==> src/rtl/pam_frame_syn.sv <==
// -----------------------------------------------------------------------------
// pam_frame_syn
//
// Frame synchronizer that sits in front of the PAM demodulator. It hunts the
// ADC stream for an alternating-polarity preamble (POS, NEG, POS, ...). When it
// finds one, it forwards exactly one frame (pilot levels followed by PAM data)
// as a contiguous valid burst. It then holds a guard gap so the demodulator
// can return to idle before the next frame.
//
// Optional feature macro: PAM_SYN_OFFSET_BIN_EN
//   defined   : ad_data is offset-binary. Its MSB is inverted before detection
//               and before forwarding.
//   undefined : ad_data is already two's complement and is used unchanged.
//
// Ports
//   clk              in   single clock
//   rst_n            in   asynchronous active-low reset
//   ad_valid         in   ADC sample valid
//   ad_data          in   ADC sample [AD_CVER_WIDTH]
//   syn_demod_ready  in   downstream ready, sampled only at frame start
//   syn_demod_valid  out  frame sample valid (registered)
//   syn_demod_data   out  frame sample (registered, holds while valid is low)
//   frame_start      out  one-cycle pulse with the first valid of a frame
//   frame_abort      out  one-cycle pulse when a frame is truncated
//   busy             out  high while in OUT or GAP
//
// State table
//   HUNT | search for the preamble; when pre_cnt reaches its terminal count,
//        | the next cycle checks ready and may accept the first pilot sample
//   OUT  | forward accepted samples until the frame is complete or the input
//        | drops out
//   GAP  | guard interval of GAP_CYCLES cycles; input is ignored
// -----------------------------------------------------------------------------
module pam_frame_syn #(
    parameter int AD_CVER_WIDTH = 12,
    parameter int LENGTH_DATA   = 1024,
    parameter int PAM_ORDER     = 4,
    parameter int PREAMBLE_LEN  = 32,
    parameter int THRESHOLD     = 512,
    parameter int GAP_CYCLES    = 4
) (
    input  logic                     clk,
    input  logic                     rst_n,
    input  logic                     ad_valid,
    input  logic [AD_CVER_WIDTH-1:0] ad_data,
    input  logic                     syn_demod_ready,
    output logic                     syn_demod_valid,
    output logic [AD_CVER_WIDTH-1:0] syn_demod_data,
    output logic                     frame_start,
    output logic                     frame_abort,
    output logic                     busy
);

    localparam int PILOT_LEN = 1 << PAM_ORDER;
    localparam int FRAME_LEN = PILOT_LEN + LENGTH_DATA;
    localparam int PRE_W     = $clog2(PREAMBLE_LEN + 1);
    localparam int OUT_W     = $clog2(FRAME_LEN + 1);
    localparam int GAP_W     = $clog2(GAP_CYCLES + 1);

    localparam logic [PRE_W-1:0] PRE_TC   = PRE_W'(PREAMBLE_LEN);
    localparam logic [OUT_W-1:0] OUT_LAST = OUT_W'(FRAME_LEN - 1);
    localparam logic [GAP_W-1:0] GAP_LOAD = GAP_W'(GAP_CYCLES - 1);

    localparam logic signed [AD_CVER_WIDTH-1:0] THR_POS = AD_CVER_WIDTH'(THRESHOLD);
    localparam logic signed [AD_CVER_WIDTH-1:0] THR_NEG = AD_CVER_WIDTH'(-THRESHOLD);

    typedef enum logic [1:0] {
        S_HUNT = 2'd0,
        S_OUT  = 2'd1,
        S_GAP  = 2'd2
    } state_t;

    state_t                   r_state;
    logic [PRE_W-1:0]         r_pre_cnt;
    logic [OUT_W-1:0]         r_out_cnt;
    logic [GAP_W-1:0]         r_gap_cnt;
    logic                     r_valid;
    logic [AD_CVER_WIDTH-1:0] r_data;
    logic                     r_start;
    logic                     r_abort;

    state_t                   w_state_nxt;
    logic [PRE_W-1:0]         w_pre_cnt_nxt;
    logic [OUT_W-1:0]         w_out_cnt_nxt;
    logic [GAP_W-1:0]         w_gap_cnt_nxt;
    logic                     w_valid_nxt;
    logic [AD_CVER_WIDTH-1:0] w_data_nxt;
    logic                     w_start_nxt;
    logic                     w_abort_nxt;

    logic [AD_CVER_WIDTH-1:0]        w_sample;
    logic signed [AD_CVER_WIDTH-1:0] w_sample_s;
    logic                            w_pos;
    logic                            w_neg;
    logic                            w_match;

`ifdef PAM_SYN_OFFSET_BIN_EN
    assign w_sample = {~ad_data[AD_CVER_WIDTH-1], ad_data[AD_CVER_WIDTH-2:0]};
`else
    assign w_sample = ad_data;
`endif

    assign w_sample_s = w_sample;
    assign w_pos      = (w_sample_s > THR_POS);
    assign w_neg      = (w_sample_s < THR_NEG);
    // An odd count means the last matched sample was POS, so NEG is expected next.
    assign w_match    = r_pre_cnt[0] ? w_neg : w_pos;

    always_ff @(posedge clk or negedge rst_n) begin
        if (!rst_n) begin
            r_state   <= S_HUNT;
            r_pre_cnt <= '0;
            r_out_cnt <= '0;
            r_gap_cnt <= '0;
            r_valid   <= 1'b0;
            r_data    <= '0;
            r_start   <= 1'b0;
            r_abort   <= 1'b0;
        end else begin
            r_state   <= w_state_nxt;
            r_pre_cnt <= w_pre_cnt_nxt;
            r_out_cnt <= w_out_cnt_nxt;
            r_gap_cnt <= w_gap_cnt_nxt;
            r_valid   <= w_valid_nxt;
            r_data    <= w_data_nxt;
            r_start   <= w_start_nxt;
            r_abort   <= w_abort_nxt;
        end
    end

    always_comb begin
        w_state_nxt   = r_state;
        w_pre_cnt_nxt = r_pre_cnt;
        w_out_cnt_nxt = r_out_cnt;
        w_gap_cnt_nxt = r_gap_cnt;
        w_valid_nxt   = 1'b0;
        w_data_nxt    = r_data;
        w_start_nxt   = 1'b0;
        w_abort_nxt   = 1'b0;

        case (r_state)
            S_HUNT: begin
                if (r_pre_cnt == PRE_TC) begin
                    // Decision cycle: ready is checked and, if granted, this
                    // cycle's sample is the first pilot of the frame.
                    w_pre_cnt_nxt = '0;
                    if (syn_demod_ready) begin
                        if (ad_valid) begin
                            w_valid_nxt   = 1'b1;
                            w_data_nxt    = w_sample;
                            w_start_nxt   = 1'b1;
                            w_out_cnt_nxt = OUT_W'(1);
                            w_state_nxt   = S_OUT;
                        end else begin
                            // Input dropped before the first pilot was seen.
                            w_abort_nxt   = 1'b1;
                            w_gap_cnt_nxt = GAP_LOAD;
                            w_state_nxt   = S_GAP;
                        end
                    end
                end else if (ad_valid) begin
                    if (w_match) begin
                        w_pre_cnt_nxt = r_pre_cnt + PRE_W'(1);
                    end else if (w_pos) begin
                        // A POS sample can always restart a preamble.
                        w_pre_cnt_nxt = PRE_W'(1);
                    end else begin
                        w_pre_cnt_nxt = '0;
                    end
                end
            end

            S_OUT: begin
                if (ad_valid) begin
                    w_valid_nxt   = 1'b1;
                    w_data_nxt    = w_sample;
                    w_out_cnt_nxt = r_out_cnt + OUT_W'(1);
                    if (r_out_cnt == OUT_LAST) begin
                        w_out_cnt_nxt = '0;
                        w_gap_cnt_nxt = GAP_LOAD;
                        w_state_nxt   = S_GAP;
                    end
                end else begin
                    w_abort_nxt   = 1'b1;
                    w_out_cnt_nxt = '0;
                    w_gap_cnt_nxt = GAP_LOAD;
                    w_state_nxt   = S_GAP;
                end
            end

            S_GAP: begin
                if (r_gap_cnt == '0) begin
                    w_pre_cnt_nxt = '0;
                    w_state_nxt   = S_HUNT;
                end else begin
                    w_gap_cnt_nxt = r_gap_cnt - GAP_W'(1);
                end
            end

            default: begin
                w_pre_cnt_nxt = '0;
                w_out_cnt_nxt = '0;
                w_gap_cnt_nxt = '0;
                w_state_nxt   = S_HUNT;
            end
        endcase
    end

    assign syn_demod_valid = r_valid;
    assign syn_demod_data  = r_data;
    assign frame_start     = r_start;
    assign frame_abort     = r_abort;
    assign busy            = (r_state == S_OUT) || (r_state == S_GAP);

endmodule

==> config.mk <==
export PLATFORM = sky130hd
export DESIGN_NAME = pam_frame_syn
export DESIGN_NICKNAME = d
export VERILOG_FILES = /design/src/rtl/pam_frame_syn.sv
export SDC_FILE = /design/constraint.sdc
export NUM_CORES = 1
export LEC_CHECK = 0
export CORE_MARGIN = 2
export CORE_UTILIZATION = 35
export CTS_BUF_LIST = sky130_fd_sc_hd__clkbuf_2
export DETAILED_ROUTE_END_ITERATION = 8
export HOLD_SLACK_MARGIN = 0.12
export SYNTH_ARGS = -nofsm -noshare
export SYNTH_HDL_FRONTEND = slang
export SYNTH_SLANG_ARGS = --single-unit
export TNS_END_PERCENT = 5
==> constraint.sdc <==
create_clock -name clk -period 2.4 [get_ports clk]
set_input_delay 0.24 -clock clk [delete_from_list [all_inputs] [get_ports clk]]
set_output_delay 0.24 -clock clk [all_outputs]
set_load 0.005 [all_outputs]
==> flow_summary.json <==
{
  "slew_headroom_pct": 43.80,
  "setup_tns_ns": 0,
  "synth_enable_flop_cells": 0,
  "slew_viol_final": 0,
  "dr.pass1.iters": 4,
  "layout_common_cells": "37 x dfrtp_1, 30 x clkdlybuf4s50_1, 15 x nor2_1",
  "clk_pin_slew_worst_paths_ns": 0.21,
  "nNetsFinal": 264,
  "yosysWarningCount": 0,
  "rows": 27,
  "ys_types": 48,
  "worstSkewPairLatency_ns": 0.40,
  "die_h_um": 80.71,
  "dr_total_vias": 1641,
  "post_synth.cell_area_avg_um2": 10.30,
  "powerDensity_mw_per_mm2": 857.0,
  "ys_seq_elements": 37,
  "cp-start-kind": "register",
  "syn_nets": 225,
  "grt_pass1_vias": 1559,
  "worstMarginPinSlew_ns": 0.8430,
  "seq_area_frac_synth_pct": 44.96,
  "cp-end-kind": "register",
  "htreeDepth": 2,
  "yosysTopAreaCell": "dfrtp_1",
  "grt-ovfl-total": 0,
  "clockBufferDepth": 2,
  "hold_path_class": "primary input to async pin",
  "p_leak_nw": 1.165,
  "ant_nets": 0,
  "arrival_ns": 2.55,
  "die_x_um": 80.71,
  "area_growth_pct": 24.91,
  "start_util_pct": 36.72,
  "cts.sinks": 37,
  "final_common_cell": "dfrtp_1",
  "drive_gt1_share_pct": 13.75,
  "post_cts_buffers": 0,
  "cts_tree": "yes",
  "r2r_cells": 6,
  "skew_ns": 0.01791,
  "worstSetupPathType": "register to register",
  "synth_cells": 200,
  "drc": 0,
  "timing.max_cap.violations": 0,
  "die-area_mm2": 0.006514,
  "numCtsBuffers": 5,
  "crit_required_ns": 2.72,
  "diodes": 0,
  "dp_hpwl_um": 3169,
  "post-route-period-util_pct": 92.57,
  "wl_per_cell_um": 14.17,
  "synth_flop_cell": "dfrtp_1",
  "post-route-util_pct": 45.87,
  "async_flop_share_pct": 100.0,
  "routed_wirelength_um": 4422,
  "outcome": "finished clean",
  "fillers": 561,
  "synth_top_area_share_pct": 44.96,
  "netlist_area_mm2": 0.002059,
  "root_buffer": "clkbuf_2",
  "drt_iter0_markers": 79,
  "vdd_drop_max_uv": 432.1,
  "grt_max_degree": 38,
  "gp_congestion": 0.8409,
  "io_buffers": 31,
  "core_mm2": 0.005608,
  "grt_pass1_wl_um": 7431,
  "max_freq_mhz": 450.1,
  "hold_viol": 0,
  "worstPathMaxFanout": 7,
  "grt_use_total_pct": 14.74,
  "period_minus_slack_ns": 2.222,
  "pin_count": 32,
  "vias_per_cell": 5.260,
  "synth.area.top_cells": "dfrtp_1 45%, ha_1 5.5%, mux2_2 5.5%",
  "grt_setup_unrepaired": "false",
  "antenna_found_initial": 0,
  "setup_violations": 0
}
[critical path: stages (launching register included)]
cell and delay [ns]:
dfrtp_1 0.45, inv_1 0.10, ha_1 0.13, or3b_1 0.48, o31a_1 0.46, a211o_1 0.30, a22o_1 0.22
[final cells by class]
type	count	area, µm²	area share [%]
Clock inverter	3	65.06	2.529
Tap cell	72	90.09	3.502
Multi-Input combinational cell	145	1061	41.25
Inverter	12	45.04	1.751
Clock buffer	5	25.02	0.9728
Timing Repair Buffer	38	360.3	14.01
Sequential cell	37	925.9	35.99
[power by group]
part / switching, W / internal [W]
registers: 0.0000770 / 0.000745
clock network: 0.000223 / 0.000279
logic: 0.000445 / 0.000436
total: 0.000745 / 0.00146
[per-layer routing]
metal	wire (µm)	up-vias	global-route usage, %	share of wire, %
li1	-	823	-	-
met5	0	-	0	0
met2	1900	30	22.50	43
met1	2241	783	20.11	51
met4	42	0	4.576	0.95
met3	237	5	4.382	5.4
[flip-flops by register name, summed over array words and instances, names as in the netlist]
register,count
syn_demod_data,12
r_out_cnt,11
r_pre_cnt,6
r_gap_cnt,3
r_state,2
frame_abort,1
frame_start,1
syn_demod_valid,1
[synth_stat cells (all sizes together) (2+ instances only)]
cell type / instances
dfrtp: 37
nor2: 15
mux2: 14
nand2: 14
inv: 12
ha: 9
nor4: 9
nand3: 8
o21ai: 7
a22o: 6
and3: 5
nand2b: 5
nor3: 5
a21o: 4
clkbuf: 4
a21oi: 3
a221o: 3
a32o: 3
nand4: 3
nor2b: 3
o31ai: 3
or3: 3
a211o: 2
a31oi: 2
buf: 2
mux2i: 2
nor4b: 2
or4: 2
[cell families after synthesis]
kind of cell / after synthesis / synth area share, %
compound gates: 43 / 16.89
fa+ha+maj: 9 / 5.468
buf+inv: 18 / 3.827
flops: 37 / 44.96
mux: 16 / 8.627
simple gates: 77 / 20.23
[worst paths after layout]
path                                     endpoint               from  slack (ns)
worst max-delay path                r_out_cnt[10]       r_pre_cnt[0]        0.18
worst min-delay path                 r_out_cnt[3]              rst_n        0.45
worst max register to register      r_out_cnt[10]       r_pre_cnt[0]        0.18
worst min register to register  syn_demod_data[3]  syn_demod_data[3]        0.51
max in group asynchronous            r_out_cnt[1]              rst_n        1.42
min in group clk                syn_demod_data[4]         ad_data[4]        0.46
[stage by stage]
step	hold WS (ns)	worst slack, ns	area, µm²	power [W]	cells
floorplan	-0.05559	0.2726	2059	0.001378	200
global placement	0.3965	0.1652	2466	0.001709	303
detailed placement	0.4003	0.1212	2466	0.001720	303
CTS	0.4408	0.08738	2566	0.002234	312
global route	0.4245	0.01661	2572	0.002367	312
finish	0.4487	0.1783	2572	0.002205	312
[repair_timing]
item	CTS	global route
endpoints found under the setup margin	0	6
resized for setup	0	1
endpoints found under the hold margin	37	0
hold buffers	1	0
No activity file was read; power rests on OpenSTA's default activity.
